===== src/rtl/square_wave_pkg.sv =====
// Shared constants and state encoding for the square-wave generator/meter pair.
package square_wave_pkg;

    localparam int unsigned DA_WIDTH              = 14;
    localparam int unsigned MIN_STABLE_DEF        = 2;
    localparam int unsigned IDLE_TIMEOUT_DEF      = 65535;
    localparam int unsigned COUNT_WIDTH_DEF       = 32;
    localparam int unsigned BURST_COUNT_WIDTH_DEF = 16;

    typedef enum logic {
        IDLE  = 1'b0,
        BURST = 1'b1
    } meter_state_t;

endpackage


===== src/rtl/ad_clock_sync.sv =====
// Brings the converter sample clock into the Sys_Clock domain and captures
// AD_Data on each synchronized rising edge (3 cycles after the AD_Clock edge).
module ad_clock_sync
    import square_wave_pkg::*;
(
    input  logic                clk_i,
    input  logic                rst_ni,
    input  logic                ad_clock_i,
    input  logic [DA_WIDTH-1:0] ad_data_i,
    output logic                sample_strobe_o,
    output logic [DA_WIDTH-1:0] sample_o
);

    logic                sync1_q;
    logic                sync2_q;
    logic                edge_q;
    logic                strobe_q;
    logic [DA_WIDTH-1:0] sample_q;
    logic                rise;

    assign rise = sync2_q & ~edge_q;

    always_ff @(negedge clk_i or negedge rst_ni) begin
        if (!rst_ni) begin
            sync1_q  <= 1'b0;
            sync2_q  <= 1'b0;
            edge_q   <= 1'b0;
            strobe_q <= 1'b0;
            sample_q <= '0;
        end else begin
            sync1_q  <= ad_clock_i;
            sync2_q  <= sync1_q;
            edge_q   <= sync2_q;
            strobe_q <= rise;
            if (rise) begin
                sample_q <= ad_data_i;
            end
        end
    end

    assign sample_strobe_o = strobe_q;
    assign sample_o        = sample_q;

endmodule


===== src/rtl/square_wave_meter.sv =====
// Slices converter samples against a threshold, debounces the level, and
// reports half-periods, high-half peak amplitude and per-burst period counts.
module square_wave_meter
    import square_wave_pkg::*;
#(
    parameter int unsigned Min_Stable        = MIN_STABLE_DEF,
    parameter int unsigned Idle_Timeout      = IDLE_TIMEOUT_DEF,
    parameter int unsigned Count_Width       = COUNT_WIDTH_DEF,
    parameter int unsigned Burst_Count_Width = BURST_COUNT_WIDTH_DEF
) (
    input  logic                         Sys_Clock,
    input  logic                         nReset,
    input  logic                         AD_Clock,
    input  logic [DA_WIDTH-1:0]          AD_Data,
    input  logic [DA_WIDTH-1:0]          Threshold,
    output logic [Count_Width-1:0]       Half_Period,
    output logic                         Meas_Level,
    output logic [DA_WIDTH-1:0]          Amplitude,
    output logic                         Meas_Valid,
    output logic                         Burst_Active,
    output logic [Burst_Count_Width-1:0] Burst_Count,
    output logic                         Burst_Done,
    output logic                         Overflow
);

    localparam int unsigned CW    = Count_Width;
    localparam int unsigned BW    = Burst_Count_Width;
    localparam int unsigned RUN_W = $clog2(Min_Stable + 1);
    localparam int unsigned EXT_W = CW + 32;

    localparam logic [CW-1:0]    CNT_MAX  = '1;
    localparam logic [BW-1:0]    PER_MAX  = '1;
    localparam logic [RUN_W-1:0] RUN_LAST = RUN_W'(Min_Stable - 1);

    logic                sample_strobe;
    logic [DA_WIDTH-1:0] sample;

    ad_clock_sync u_sync (
        .clk_i           (Sys_Clock),
        .rst_ni          (nReset),
        .ad_clock_i      (AD_Clock),
        .ad_data_i       (AD_Data),
        .sample_strobe_o (sample_strobe),
        .sample_o        (sample)
    );

    meter_state_t        state_q, state_d;
    logic                acc_q, acc_d;
    logic [RUN_W-1:0]    run_q, run_d;
    logic [DA_WIDTH-1:0] run_max_q, run_max_d;
    logic [CW-1:0]       hp_q, hp_d;
    logic [DA_WIDTH-1:0] amp_q, amp_d;
    logic [CW-1:0]       idle_q, idle_d;
    logic [BW-1:0]       per_q, per_d;
    logic                ovf_q, ovf_d;
    logic [CW-1:0]       hp_out_q, hp_out_d;
    logic                lvl_out_q, lvl_out_d;
    logic [DA_WIDTH-1:0] amp_out_q, amp_out_d;
    logic                valid_q, valid_d;
    logic [BW-1:0]       bcount_q, bcount_d;
    logic                bdone_q, bdone_d;

    logic                raw;
    logic                accept;
    logic [DA_WIDTH-1:0] run_max_upd;
    logic [EXT_W-1:0]    idle_ext;

    always_comb begin
        state_d   = state_q;
        acc_d     = acc_q;
        run_d     = run_q;
        run_max_d = run_max_q;
        hp_d      = hp_q;
        amp_d     = amp_q;
        idle_d    = idle_q;
        per_d     = per_q;
        ovf_d     = ovf_q;
        hp_out_d  = hp_out_q;
        lvl_out_d = lvl_out_q;
        amp_out_d = amp_out_q;
        bcount_d  = bcount_q;
        valid_d   = 1'b0;
        bdone_d   = 1'b0;
        accept    = 1'b0;
        idle_ext  = '0;

        raw         = (sample >= Threshold);
        run_max_upd = (run_q == '0 || sample > run_max_q) ? sample : run_max_q;

        if (sample_strobe) begin
            if (hp_q == CNT_MAX) begin
                ovf_d = 1'b1;
            end else begin
                hp_d = hp_q + 1'b1;
            end
            if (acc_q && sample > amp_q) begin
                amp_d = sample;
            end

            if (raw != acc_q) begin
                run_max_d = run_max_upd;
                if (run_q == RUN_LAST) begin
                    accept = 1'b1;
                end else begin
                    run_d = run_q + 1'b1;
                end
            end else begin
                run_d     = '0;
                run_max_d = '0;
            end

            if (accept) begin
                // The new half started Min_Stable samples ago: restart the
                // counter there and seed the peak from the debounce run.
                acc_d     = raw;
                run_d     = '0;
                run_max_d = '0;
                hp_d      = CW'(Min_Stable);
                amp_d     = raw ? run_max_upd : '0;
                idle_d    = '0;
                if (state_q == BURST) begin
                    valid_d   = 1'b1;
                    hp_out_d  = (hp_q == CNT_MAX) ? CNT_MAX : hp_q - CW'(Min_Stable - 1);
                    lvl_out_d = acc_q;
                    amp_out_d = acc_q ? amp_q : '0;
                end
                if (raw) begin
                    if (state_q == IDLE) begin
                        state_d = BURST;
                        per_d   = BW'(1);
                    end else if (per_q == PER_MAX) begin
                        ovf_d = 1'b1;
                    end else begin
                        per_d = per_q + 1'b1;
                    end
                end
            end else if (state_q == BURST) begin
                if (idle_q != CNT_MAX) begin
                    idle_d = idle_q + 1'b1;
                end
                idle_ext = EXT_W'(idle_d);
                if (idle_ext > EXT_W'(Idle_Timeout)) begin
                    state_d  = IDLE;
                    bcount_d = per_q;
                    bdone_d  = 1'b1;
                    idle_d   = '0;
                end
            end
        end
    end

    always_ff @(negedge Sys_Clock or negedge nReset) begin
        if (!nReset) begin
            state_q   <= IDLE;
            acc_q     <= 1'b0;
            run_q     <= '0;
            run_max_q <= '0;
            hp_q      <= '0;
            amp_q     <= '0;
            idle_q    <= '0;
            per_q     <= '0;
            ovf_q     <= 1'b0;
            hp_out_q  <= '0;
            lvl_out_q <= 1'b0;
            amp_out_q <= '0;
            valid_q   <= 1'b0;
            bcount_q  <= '0;
            bdone_q   <= 1'b0;
        end else begin
            state_q   <= state_d;
            acc_q     <= acc_d;
            run_q     <= run_d;
            run_max_q <= run_max_d;
            hp_q      <= hp_d;
            amp_q     <= amp_d;
            idle_q    <= idle_d;
            per_q     <= per_d;
            ovf_q     <= ovf_d;
            hp_out_q  <= hp_out_d;
            lvl_out_q <= lvl_out_d;
            amp_out_q <= amp_out_d;
            valid_q   <= valid_d;
            bcount_q  <= bcount_d;
            bdone_q   <= bdone_d;
        end
    end

    assign Half_Period  = hp_out_q;
    assign Meas_Level   = lvl_out_q;
    assign Amplitude    = amp_out_q;
    assign Meas_Valid   = valid_q;
    assign Burst_Active = (state_q == BURST);
    assign Burst_Count  = bcount_q;
    assign Burst_Done   = bdone_q;
    assign Overflow     = ovf_q;

endmodule


===== config.mk =====
export PLATFORM = sky130hd
export DESIGN_NAME = square_wave_meter
export DESIGN_NICKNAME = d
export VERILOG_FILES = /design/src/rtl/square_wave_pkg.sv /design/src/rtl/ad_clock_sync.sv /design/src/rtl/square_wave_meter.sv
export SDC_FILE = /design/constraint.sdc
export NUM_CORES = 1
export LEC_CHECK = 0
export CAP_MARGIN = 0
export CORE_MARGIN = 5
export CORE_UTILIZATION = 40
export CTS_CLUSTER_DIAMETER = 80
export DETAILED_ROUTE_END_ITERATION = 6
export MAX_ROUTING_LAYER = met4
export PLACE_DENSITY = 0.68
export SLEW_MARGIN = 20
export SYNTH_ARGS = -nofsm -noshare
export SYNTH_HDL_FRONTEND = slang
export SYNTH_SLANG_ARGS = --single-unit

===== constraint.sdc =====
create_clock -name Sys_Clock -period 5.39 [get_ports Sys_Clock]
set_input_delay 1.078 -clock Sys_Clock [delete_from_list [all_inputs] [get_ports Sys_Clock]]
set_output_delay 1.078 -clock Sys_Clock [all_outputs]
set_load 0.02 [all_outputs]

==> impl_results.md <==
- Outcome: finished with violations
- Failing checks: setup timing
- Die Footprint: 29700 um^2
- Final Setup Violations: 175
- Type of destination of the critical path: flip-flop
- Inserted Diodes: 0
- Logic gate share of total power: 34.3%
- Iter 0 DRT Violations: 570
- Yosys cell types: 68
- Post-DP Area: 12300 um^2
- R2R cell count: 9
- Adder-cell share of the synthesized area: 5.70%
- Critical path's slowest cell: a211oi_4
- Mapped Area: 10500 um^2
- Synth Area in Compound Gates: 13.8%
- Syn_nets: 1175
- Hold Worst Slack: 298 ps
- CP startpoint kind: input pin
- Seq pwr share: 42.5%
- Worst endpoint required time: 2910 ps
- #FFs+latches synth: 196
- Pwr per Cell Area: 389 nW/um^2
- Pins Over Slew Limit: 0
- Routed Antenna Nets: 0
- Async set-reset flop share out of synthesis: 100%
- Finished Layout Cells: 1571
- Internal Power: 3.44 mW
- WS Path Type: input pin to flip-flop
- CP top delay family: compound AO/OA/AOI/OAI gates
- DR pass1 iterations: 4
- Synthesized area per cell: 9.62 um^2
- IO buf count: 97
- Largest net degree at the start of global routing: 63
- # hold bufs at CTS: 0
- Total Neg Setup Slack: -42480 ps
- Post-synthesis xor/xnor area fraction: 4.57%
- Fin Clk Skew: 12.1 ps
- Worst Path Arrival: 3250 ps
- Placed cells: 1510
- Most frequent cell after synthesis: dfrtn_1
- Die Wd: 172 um
- LEAKAGE: 6.01 nW
- Die height: 172 um
- Row count: 59
- Share of cells above drive strength 1: 26.3%
- Clock buffer count from CTS: 17
- Vias: 8579
- Synth area leaders: dfrtn_1 (47%), ha_1 (5.7%), nand2_1 (4.1%)
- YS warnings: 0
- Top cells by count, synth: dfrtn_1 (196), nand2_1 (115), nor2_1 (86)
- Starting Density: 40.6%
- Power share of the clock group: 23.3%
- # nets final: 1302
- Clock Latency Late Sink: 410 ps
- Dominant cell type by area after synthesis: dfrtn_1
- Placement Setup Slack: -1390 ps
- Hold Path Class: flip-flop to flip-flop
- Filler cells: 2225
- Sw Ratio: 37.1%
- IO Pins: 98
- Drt drc: 0
- CP Max Fanout: 7
- First-pass GRT wire length: 43.1 mm
- Clk buf depth: 2
- Grt ovf: 0
- RSZ-0062 raised after global routing: yes
- CTS tree: done
- GP Congestion: 0.825
- HPWL after DPL: 17.8 mm
- Antenna violations before repair: 0
- Worst-margin pin slew: 882 ps
- Hold Fails Final Rpt: 0
- Register area: 4900 um^2
- Post-DR wirelength/cell: 17.1 um
- GRT Total Usage: 18.3%
- Switching pwr: 2.02 mW
- Drt via density: 5.46
- Yosys top cell area share: 46.5%
- Synth-to-layout area growth: 33.2%
- Overall power: 5.46 mW
- Mux share of post-synthesis cell area: 5.64%
- H-Tree Depth: 4
- Vias in the first global route: 8541
- Clock sink count: 196
- Main combinational cell family by area after synthesis: simple AND/OR/NAND/NOR gates
- WHS Path Cells: 0
- Synth Instances: 1096
- Post-synth EDFFs: 0
- Register area share after synthesis: 46.5%
- Crit. path cell count: 15
- Worst path bufs/invs: 7
- Setup ws final: -338 ps
- Footprint of the multi-input gates: 5960 um^2
- Post-synth top flop: dfrtn_1
- Relative slew slack: 40.6%
- Clock Tree Root: clkbuf_16
- Simple-gate share of the synthesized area: 19.3%
- Total Wirelength: 26.9 mm
- Core area: 26000 um^2
- Final Util: 54.0%
- Maximum vdd drop: 204 uV
- Final instance area: 14000 um^2
- Clk slew on worst S/H paths: 50 ps
- MaxCap Viol Count: 0
- Crit-path max cell delay: 310 ps
- CP Cell Sequence: buf_8 > inv_8 > ha_4 > a21o_1 > a211oi_2 > o21ai_2 > a211oi_4 > buf_12 > xnor2_4 > buf_6 > nand3_4 > buf_12 > clkinvlp_4 > buf_6 > a31oi_1
## routing by layer
metal,routed length [um],GRT usage (%),vias to the layer above
met1,12400,24.3,4277
li1,-,-,4131
met3,728,2.81,28
met2,13400,29.6,143
met5,0,-,-
met4,399,5.06,0
## power groups by stage
stage               combinational (mW)  clock, mW  sequential (mW)
finish                            1.87       1.27             2.32
global placement                  1.51          0             2.30
detailed placement                1.57          0             2.31
CTS                               1.72       1.29             2.29
floorplan                         1.23          0             2.13
global route                      2.08       1.36             2.37
## layout by cell type, fill, tap and decap left out, types with 8 or more instances in the layout
master,Yosys,routed
nand2_1,115,89
or4_1,11,8
or3_1,13,12
a22o_1,14,14
buf_4,0,22
o22ai_1,15,11
nand4_1,26,26
nor3_1,19,15
buf_12,1,15
o21ai_0,78,31
o31ai_1,15,13
o21ai_2,0,19
nor2_2,0,19
dfrtn_1,196,196
a31oi_1,13,11
o21ai_1,3,30
o21a_1,18,18
mux2_2,20,16
clkbuf_16,0,21
a21o_1,8,8
nor2_1,86,62
ha_1,48,36
a21oi_2,0,16
nand3_1,27,25
and2_1,25,10
inv_1,58,46
buf_6,0,24
nor4_1,15,15
mux2_4,9,16
xor2_1,18,17
clkdlybuf4s50_1,0,82
xnor2_1,37,35
a21oi_1,40,19
ha_4,0,11
nand2_2,0,23
mux2i_1,20,19
and3_1,14,14
and2_4,0,15
## cells by family after synthesis
logic type	Yosys count
buffers and inverters	119
XOR/XNOR	55
AO/OA/AOI/OAI	233
adder cells (fa/ha/maj)	48
multiplexers	52
AND/OR/NAND/NOR	393
flip-flops	196
## layout make-up
type / count / area share, %
multi-input combinational: 782 / 42.4
sequential: 196 / 34.9
timing repair buffer: 167 / 13.7
clock buffer: 18 / 3.13
tap: 335 / 2.98
inverter: 59 / 1.76
clock inverter: 14 / 1.02
## worst paths after layout
check,slack [ps],from,end
max in group asynchronous,1480,nReset,amp_q[3]$_DFFE_NN0P_
hold reg to reg,300,u_sync.sync1_q$_DFF_NN0_,u_sync.sync2_q$_DFF_NN0_
min in group asynchronous,3230,nReset,Burst_Count[8]$_DFFE_NN0P_
setup / recovery,-340,Threshold[3],Half_Period[1]$_DFFE_NN0P_
hold / removal,300,u_sync.sync1_q$_DFF_NN0_,u_sync.sync2_q$_DFF_NN0_
setup reg to reg,1860,idle_q[17]$_DFFE_NN0P_,Burst_Count[2]$_DFFE_NN0P_
## state kept, by name (all words and copies together) (netlist names), 2 cells and up
name and flops:
hp_q 32, idle_q 32, Burst_Count 16, Amplitude 14, per_q 16, run_q 2
u_sync.sample_o 14, amp_q 14, run_max_q 14, Half_Period 32
## repair_timing
item / 4_1_cts / 5_1_grt
gates resized for setup: 123 / 173
setup endpoints to repair: 178 / 177
cloned: 7 / 6
pin swaps: 29 / 47
setup buffers: 17 / 6
## worst reg2reg max path, delay by kind of cell, from the launching register on
family	cells	cell delay, ps
DFF	1	530
AOI/OAI and AO/OA	2	890
muxes	1	310
and+or+nand+nor	5	1510
buffers and inverters	1	150
Note: power is estimated with default switching activity, not from simulation.
